**src/rtl/instr_encoder_loader.sv**
```systemverilog
// Packs symbolic MIPS-Lite requests into 32-bit words and streams them into instruction memory.
// Optional build macro NOP_PAD_EN appends a zero delay-slot word after BEQ/J/JR.
module instr_encoder_loader #(
  parameter int ADDR_W    = 10,
  parameter int BASE_ADDR = 0,
  parameter int DEPTH     = 256
) (
  input  logic                         clk,
  input  logic                         rst_n,
  input  logic                         start_i,
  input  logic                         in_valid,
  output logic                         in_ready,
  input  logic [3:0]                   in_kind,
  input  logic [4:0]                   in_rs,
  input  logic [4:0]                   in_rt,
  input  logic [4:0]                   in_rd,
  input  logic [4:0]                   in_shamt,
  input  logic [15:0]                  in_imm,
  input  logic [25:0]                  in_target,
  output logic                         im_we,
  output logic [ADDR_W-1:0]            im_addr,
  output logic [31:0]                  im_wdata,
  output logic [$clog2(DEPTH+1)-1:0]   word_count,
  output logic                         full,
  output logic                         err_illegal
);
  localparam int CNT_W = $clog2(DEPTH+1);
  localparam logic [ADDR_W-1:0] BASE = ADDR_W'(BASE_ADDR);

`ifdef NOP_PAD_EN
  typedef enum logic [1:0] {IDLE, WRITE, PAD} state_t;
  logic branch, pad_pend;
`else
  typedef enum logic [1:0] {IDLE, WRITE} state_t;
`endif

  state_t      state;
  logic [31:0] enc;
  logic        legal;
  logic        last;

  assign in_ready = (state == IDLE) && !full && !start_i;
  assign last     = (word_count == CNT_W'(DEPTH - 1));

  always_comb begin
    enc   = '0;
    legal = 1'b1;
`ifdef NOP_PAD_EN
    branch = (in_kind == 4'd6) || (in_kind == 4'd11) || (in_kind == 4'd12);
`endif
    case (in_kind)
      4'd0:  enc = {6'd0, in_rs, in_rt, in_rd, 5'd0, 6'd32};
      4'd1:  enc = {6'd0, in_rs, in_rt, in_rd, 5'd0, 6'd34};
      4'd2:  enc = {6'd0, in_rs, in_rt, in_rd, 5'd0, 6'd36};
      4'd3:  enc = {6'd0, in_rs, in_rt, in_rd, 5'd0, 6'd37};
      4'd4:  enc = {6'd0, in_rs, in_rt, in_rd, 5'd0, 6'd42};
      4'd5:  enc = {6'd0, 5'd0, in_rt, in_rd, in_shamt, 6'd2};
      4'd6:  enc = {6'd0, in_rs, 15'd0, 6'd8};
      4'd7:  enc = {6'd0, in_rs, in_rt, 10'd0, 6'd25};
      4'd8:  enc = {6'd12, in_rs, in_rt, in_imm};
      4'd9:  enc = {6'd35, in_rs, in_rt, in_imm};
      4'd10: enc = {6'd43, in_rs, in_rt, in_imm};
      4'd11: enc = {6'd4, in_rs, in_rt, in_imm};
      4'd12: enc = {6'd2, in_target};
      default: legal = 1'b0;
    endcase
  end

  always_ff @(posedge clk) begin
    if (!rst_n) begin
      state       <= IDLE;
      im_we       <= 1'b0;
      im_addr     <= BASE;
      im_wdata    <= '0;
      word_count  <= '0;
      full        <= 1'b0;
      err_illegal <= 1'b0;
`ifdef NOP_PAD_EN
      pad_pend    <= 1'b0;
`endif
    end else begin
      case (state)
        IDLE: begin
          if (start_i) begin
            im_addr     <= BASE;
            word_count  <= '0;
            full        <= 1'b0;
            err_illegal <= 1'b0;
          end else if (in_valid && !full) begin
            if (legal) begin
              state    <= WRITE;
              im_we    <= 1'b1;
              im_wdata <= enc;
`ifdef NOP_PAD_EN
              pad_pend <= branch;
`endif
            end else begin
              err_illegal <= 1'b1;
            end
          end
        end
        WRITE: begin
          im_addr    <= im_addr + ADDR_W'(4);
          word_count <= word_count + CNT_W'(1);
          full       <= last;
`ifdef NOP_PAD_EN
          // the pad is dropped when the branch word itself filled the program
          if (pad_pend && !last) begin
            state    <= PAD;
            im_wdata <= '0;
          end else begin
            state <= IDLE;
            im_we <= 1'b0;
          end
`else
          state <= IDLE;
          im_we <= 1'b0;
`endif
        end
`ifdef NOP_PAD_EN
        PAD: begin
          im_addr    <= im_addr + ADDR_W'(4);
          word_count <= word_count + CNT_W'(1);
          full       <= last;
          state      <= IDLE;
          im_we      <= 1'b0;
        end
`endif
        default: begin
          state <= IDLE;
          im_we <= 1'b0;
        end
      endcase
    end
  end
endmodule

```
**config.mk**
```make
export PLATFORM = sky130hd
export DESIGN_NAME = instr_encoder_loader
export DESIGN_NICKNAME = d
export VERILOG_FILES = /design/src/rtl/instr_encoder_loader.sv
export SDC_FILE = /design/constraint.sdc
export NUM_CORES = 1
export LEC_CHECK = 0
export CAP_MARGIN = 10
export CORE_MARGIN = 2
export CORE_UTILIZATION = 37
export CTS_CLUSTER_DIAMETER = 50
export DETAILED_ROUTE_END_ITERATION = 16
export GPL_ROUTABILITY_DRIVEN = 0
export PLACE_DENSITY = 0.82
export SLEW_MARGIN = 20
export SYNTH_ARGS = -nofsm -noshare
export SYNTH_HDL_FRONTEND = slang
export SYNTH_SLANG_ARGS = --single-unit
```
**constraint.sdc**
```tcl
create_clock -name clk -period 1.45 [get_ports clk]
set_clock_uncertainty 0.15 [all_clocks]
set_input_delay 0.2175 -clock clk [delete_from_list [all_inputs] [get_ports clk]]
set_output_delay 0.2175 -clock clk [all_outputs]
set_load 0.05 [all_outputs]
```
# Yosys cells after proc, flatten, opt, wreduce, memory -nomap -nowiden
# Cells that the tools add are included.
# Widths: inputs -> output; s select.
# op_classes
reduce_logical	15
bitwise	1
eq_ne	15
n_addsub	2
mux	11
# op_table
cell	n
$pmux 32 s13	1
$eq 4x4->1 const B	5
$pmux 10 s2	1
$pmux 9 s2	1
$eq 4x3->1 const B	4
$reduce_or 13->1	1
$add 10x3->10 const B	1
$mux 10	1
$add 9x1->9 const B	1
$eq 9x8->1 const B	1
$mux 9	1
$eq 4x2->1 const B	2
$reduce_and 3->1	2
$mux 1	5
$eq 4x1->1 const B	1
$logic_not 4->1	1
$ne 2x2->1 const B	2
$reduce_and 2->1	2
$reduce_and 4->1	1
$reduce_bool 2->1	2
$logic_and 1x1->1	3
$logic_not 1->1	2
$logic_not 2->1	1
$pmux 1 s2	1
$not 1->1	1
# word_totals
ff_bits	54
inputBits	70

# Logic depth before layout (Yosys ltp)
# logic_depth
word_depth	6
depth_mapped	7
ltp_nobuf	6

# Least setup slack after synthesis
# Ideal clock, no wire load.
# synth_path
kind	flip-flop to flip-flop
startpoint	register state[0]
endpoint	register im_wdata[3]
setup_slack_ns	-0.744
synth_period_minus_slack_ns	2.194
arrival_ns	1.921
path_stages_with_launch	8
t_required_ns	1.177
n_path_buf	3
setup_ns	0.123
cell_sequence	dfxtp_1 -> buf_6 -> nor3_4 -> nand3_2 -> buf_6 -> buf_2 -> a221oi_1 -> nor2_1
# synth_via
elab_chain_len	2
# synth_rtl
item	line	source
start: declaration	37	state_t state;
start signal: assignment	71	state <= IDLE;
start signal: assignment	91	state <= WRITE;
start signal: assignment	116	state <= IDLE;
$logic_not 2->1	82	case (state)
$reduce_and 4->1 (no source line)	n/a	
end signal: assignment	93	im_wdata <= enc;
end: declaration	22	output logic [31:0] im_wdata,
# No other way between the ends.
# A chain may end at the register's enable or synchronous reset.

# Final worst setup path
# layout_path
startpoint	register full
endpoint	output port in_ready
# layout_via
elab_chain_len	3
# layout_rtl
item	line	source
start: declaration	24	output logic full,
start signal: assignment	105	full <= last;
$logic_not 1->1	42	assign in_ready = (state == IDLE) && !full && !start_i;
$logic_and 1x1->1 (2 in series)	42	
end: declaration	12	output logic in_ready,
# No other way between the ends.

==> summary.txt <==
Run status
  – Status: complete, but fails checks
  – Violated checks: negative setup slack

STA
  – # setup viols final: 20
  – Min Clock Period, post-route: 1540 ps
  – Relative slew slack: 0.583
  – Pins Over Slew Limit: 0
  – Final WS setup: -93.6 ps
  – Final period utilization: 1.06
  – RSZ-0062 raised after global routing: true
  – Hold Violations, Final: 0
  – Worst slew pin tran: around 620 ps
  – Fmax: 648 MHz
  – Hold Slack: 358 ps

Power
  – Leakage: about 2.0 nW
  – Clock share of power: 0.235
  – Max rail drop VDD: about 0.46 mV
  – Pwr/cell area: 675 nW/µm²
  – Total power: between 3 and 4 mW
  – Comb power frac: 0.333
  – Internal Pwr Total: approximately 2.3 mW
  – Switching share of power: 0.315
  – Sequential power share: 0.432
  – NetSw: between 1 and 1.5 mW

Synthesis
  – Predominant post-synthesis flop cell: dfxtp_1
  – Syn_area_per_cell: 7.96 µm²
  – FF+latch count, synth: 50
  – Async set-or-reset flop fraction in the synthesized netlist: 0
  – Synth Instances: roughly 320
  – Sequential fraction of the synthesis area: 0.394
  – Mapped Area: around 2500 µm²
  – Yosys warns: 0
  – Post-synth EDFFs: 0
  – Synth unique cells: 45

Route
  – DRC: 0
  – DRT iter0 DRCs: 104
  – Drt wl/cell: roughly 17 µm
  – Drt total wl: ~9400 µm
  – Drt first pass iters: 4
  – Drt via density: 5.52
  – Detail Route Antenna Nets: 0
  – Vias: between 3000 and 4000

CTS
  – Root Driver: clkbuf_8
  – Clk pin slew, worst setup/hold paths: around 90 ps
  – CTS buffer count: 5
  – H-tree Lvls: 2
  – TritonCTS clock tree: done
  – Hold buffers post-CTS: 0
  – Clk_lat worst skew: about 300 ps
  – CTS sink cnt: 50
  – Maximum clock path buffer count: 2

Global routing
  – Total GRT Usage: 0.240
  – Vias in the first global route: slightly above 3000
  – Residual overflow from global routing: 0
  – First-pass GRT wire length: ~14000 µm
  – Initial antenna violation count: 0
  – Largest net degree at the start of global routing: 50

Critical path
  – Critical Path Sink Type: primary output
  – CP Class: flip-flop to primary output
  – Crit path max fanout: 3
  – Req. time, crit path: between 1000 and 1500 ps
  – Setup crit start kind: flip-flop
  – Crit path DAT: around 1200 ps

Final layout
  – Layout cells sized above 1: 0.351
  – N_diodes: 0
  – Final nets: between 500 and 600
  – Final Core Density: 0.756
  – Layout filler cell count: approximately 430
  – Most frequent cells in the layout: 64 x clkdlybuf4s50_1, 56 x buf_12, 39 x buf_4, 36 x nor2_1, 34 x dfxtp_1
  – Fin cells: between 500 and 600
  – Layout area overhead: 100%
  – Leading cell type in the layout, fill and taps excluded: clkdlybuf4s50_1

Floorplan
  – Die span in y: a little under 90 µm
  – IO Count: 125
  – Chip width: a little under 90 µm
  – Row Count: 30
  – Initial Util: 0.378
  – Core area: roughly 6700 µm²
  – Die area: between 7000 and 8000 µm²

Run
  – Max-Cap Viols: 0

Placed design
  – Hpwl dp: 6640 µm
  – Dpl cells: between 500 and 600
  – Worst slack at placement: -586 ps
  – PortBufs: about 120

Worst hold path
  – Worst min-delay path category: flip-flop to flip-flop
## Yosys cell counts, drive strengths merged (7+ instances only)
| cell | count | share of area |
|---|---|---|
| and3 | 7 | 0.017 |
| a21boi | 7 | 0.021 |
| a21oi | 11 | 0.022 |
| inv | 14 | 0.021 |
| o21ai | 38 | 0.075 |
| buf | 18 | 0.043 |
| nor2 | 36 | 0.053 |
| nor2b | 10 | 0.025 |
| a221oi | 22 | 0.076 |
| dfxtp | 50 | 0.39 |
| nand3 | 15 | 0.032 |
| nand2 | 24 | 0.035 |
| clkbuf | 10 | 0.015 |
| o22ai | 12 | 0.030 |
## critical path, cell delays in order (launching register included)
cell and delay (ps):
dfxtp_2 350, nor3_4 250, buf_6 150, buf_12 120
## path summary, 6_finish.rpt
path,start,endpoint,slack (ps),cells after the start
max,full$_SDFFE_PN0P_,in_ready,-90,3
min,im_wdata[5]$_SDFFE_PN0P_,im_wdata[5]$_SDFFE_PN0P_,360,2
max reg2reg,full$_SDFFE_PN0P_,im_wdata[24]$_SDFFE_PN0P_,-50,5
min reg2reg,im_wdata[5]$_SDFFE_PN0P_,im_wdata[5]$_SDFFE_PN0P_,360,2
## per-stage QoR
step / area, µm² / setup TNS (ps)
2_1_floorplan: 2700 / -13490
3_3_place_gp: 4740 / -17570
3_5_place_dp: 4740 / -17840
4_1_cts: 4940 / -2100
5_1_grt: 5080 / -2820
6_report: 5080 / -586
## flip-flops by register name, indices dropped and copies added (netlist names)
signal,flops
im_addr,8
full,1
err_illegal,1
word_count,9
state,1
im_wdata,30
## cell families (layout without fill, tap and decap cells)
family,count (synthesis),count (layout),share of synthesized area
other,1,3,0.00148
and+or+nand+nor,114,114,0.223
xor gates and xnor gates,6,6,0.0207
buffers and inverters,42,194,0.0793
muxes,3,3,0.0118
adders and majority gates,3,3,0.0148
AOI/OAI and AO/OA,100,100,0.255
DFF,50,50,0.394
## power by group through the flow
stage          Combinational, mW  Sequential (mW)  Clock (mW)
6_report                    1.14             1.48       0.806
4_1_cts                     1.09             1.48       0.822
5_1_grt                     1.19             1.49       0.871
3_5_place_dp                1.05             1.51           0
3_3_place_gp                1.04             1.51           0
2_1_floorplan              0.284             1.67           0
## final cells by class
cell class	instances	area, µm²	share of cell area
Timing Repair Buffer	172	2230	0.439
Tap cell	80	100	0.0197
Inverter	14	52.6	0.0103
Clock buffer	7	76.3	0.0150
Sequential cell	50	1040	0.205
Clock inverter	1	6.26	0.00123
Multi-Input combinational cell	229	1570	0.310
## routing by layer
metal / part of all wire / global-route usage / wire length [µm]
met5: 0 / 0 / 0
met4: 0.029 / 0.107 / 274
met3: 0.072 / 0.0616 / 675
met2: 0.52 / 0.438 / 4870
met1: 0.38 / 0.257 / 3600
## timing repair
| item | in CTS | in global routing |
|---|---|---|
| gates cloned | 0 | 2 |
| pin swaps | 7 | 10 |
| resized for setup | 35 | 20 |
| hold endpoints to repair | 0 | 0 |
| buffers inserted | 1 | 5 |
| endpoints found under the setup margin | 35 | 40 |
Power figures use the tool's default switching activity.
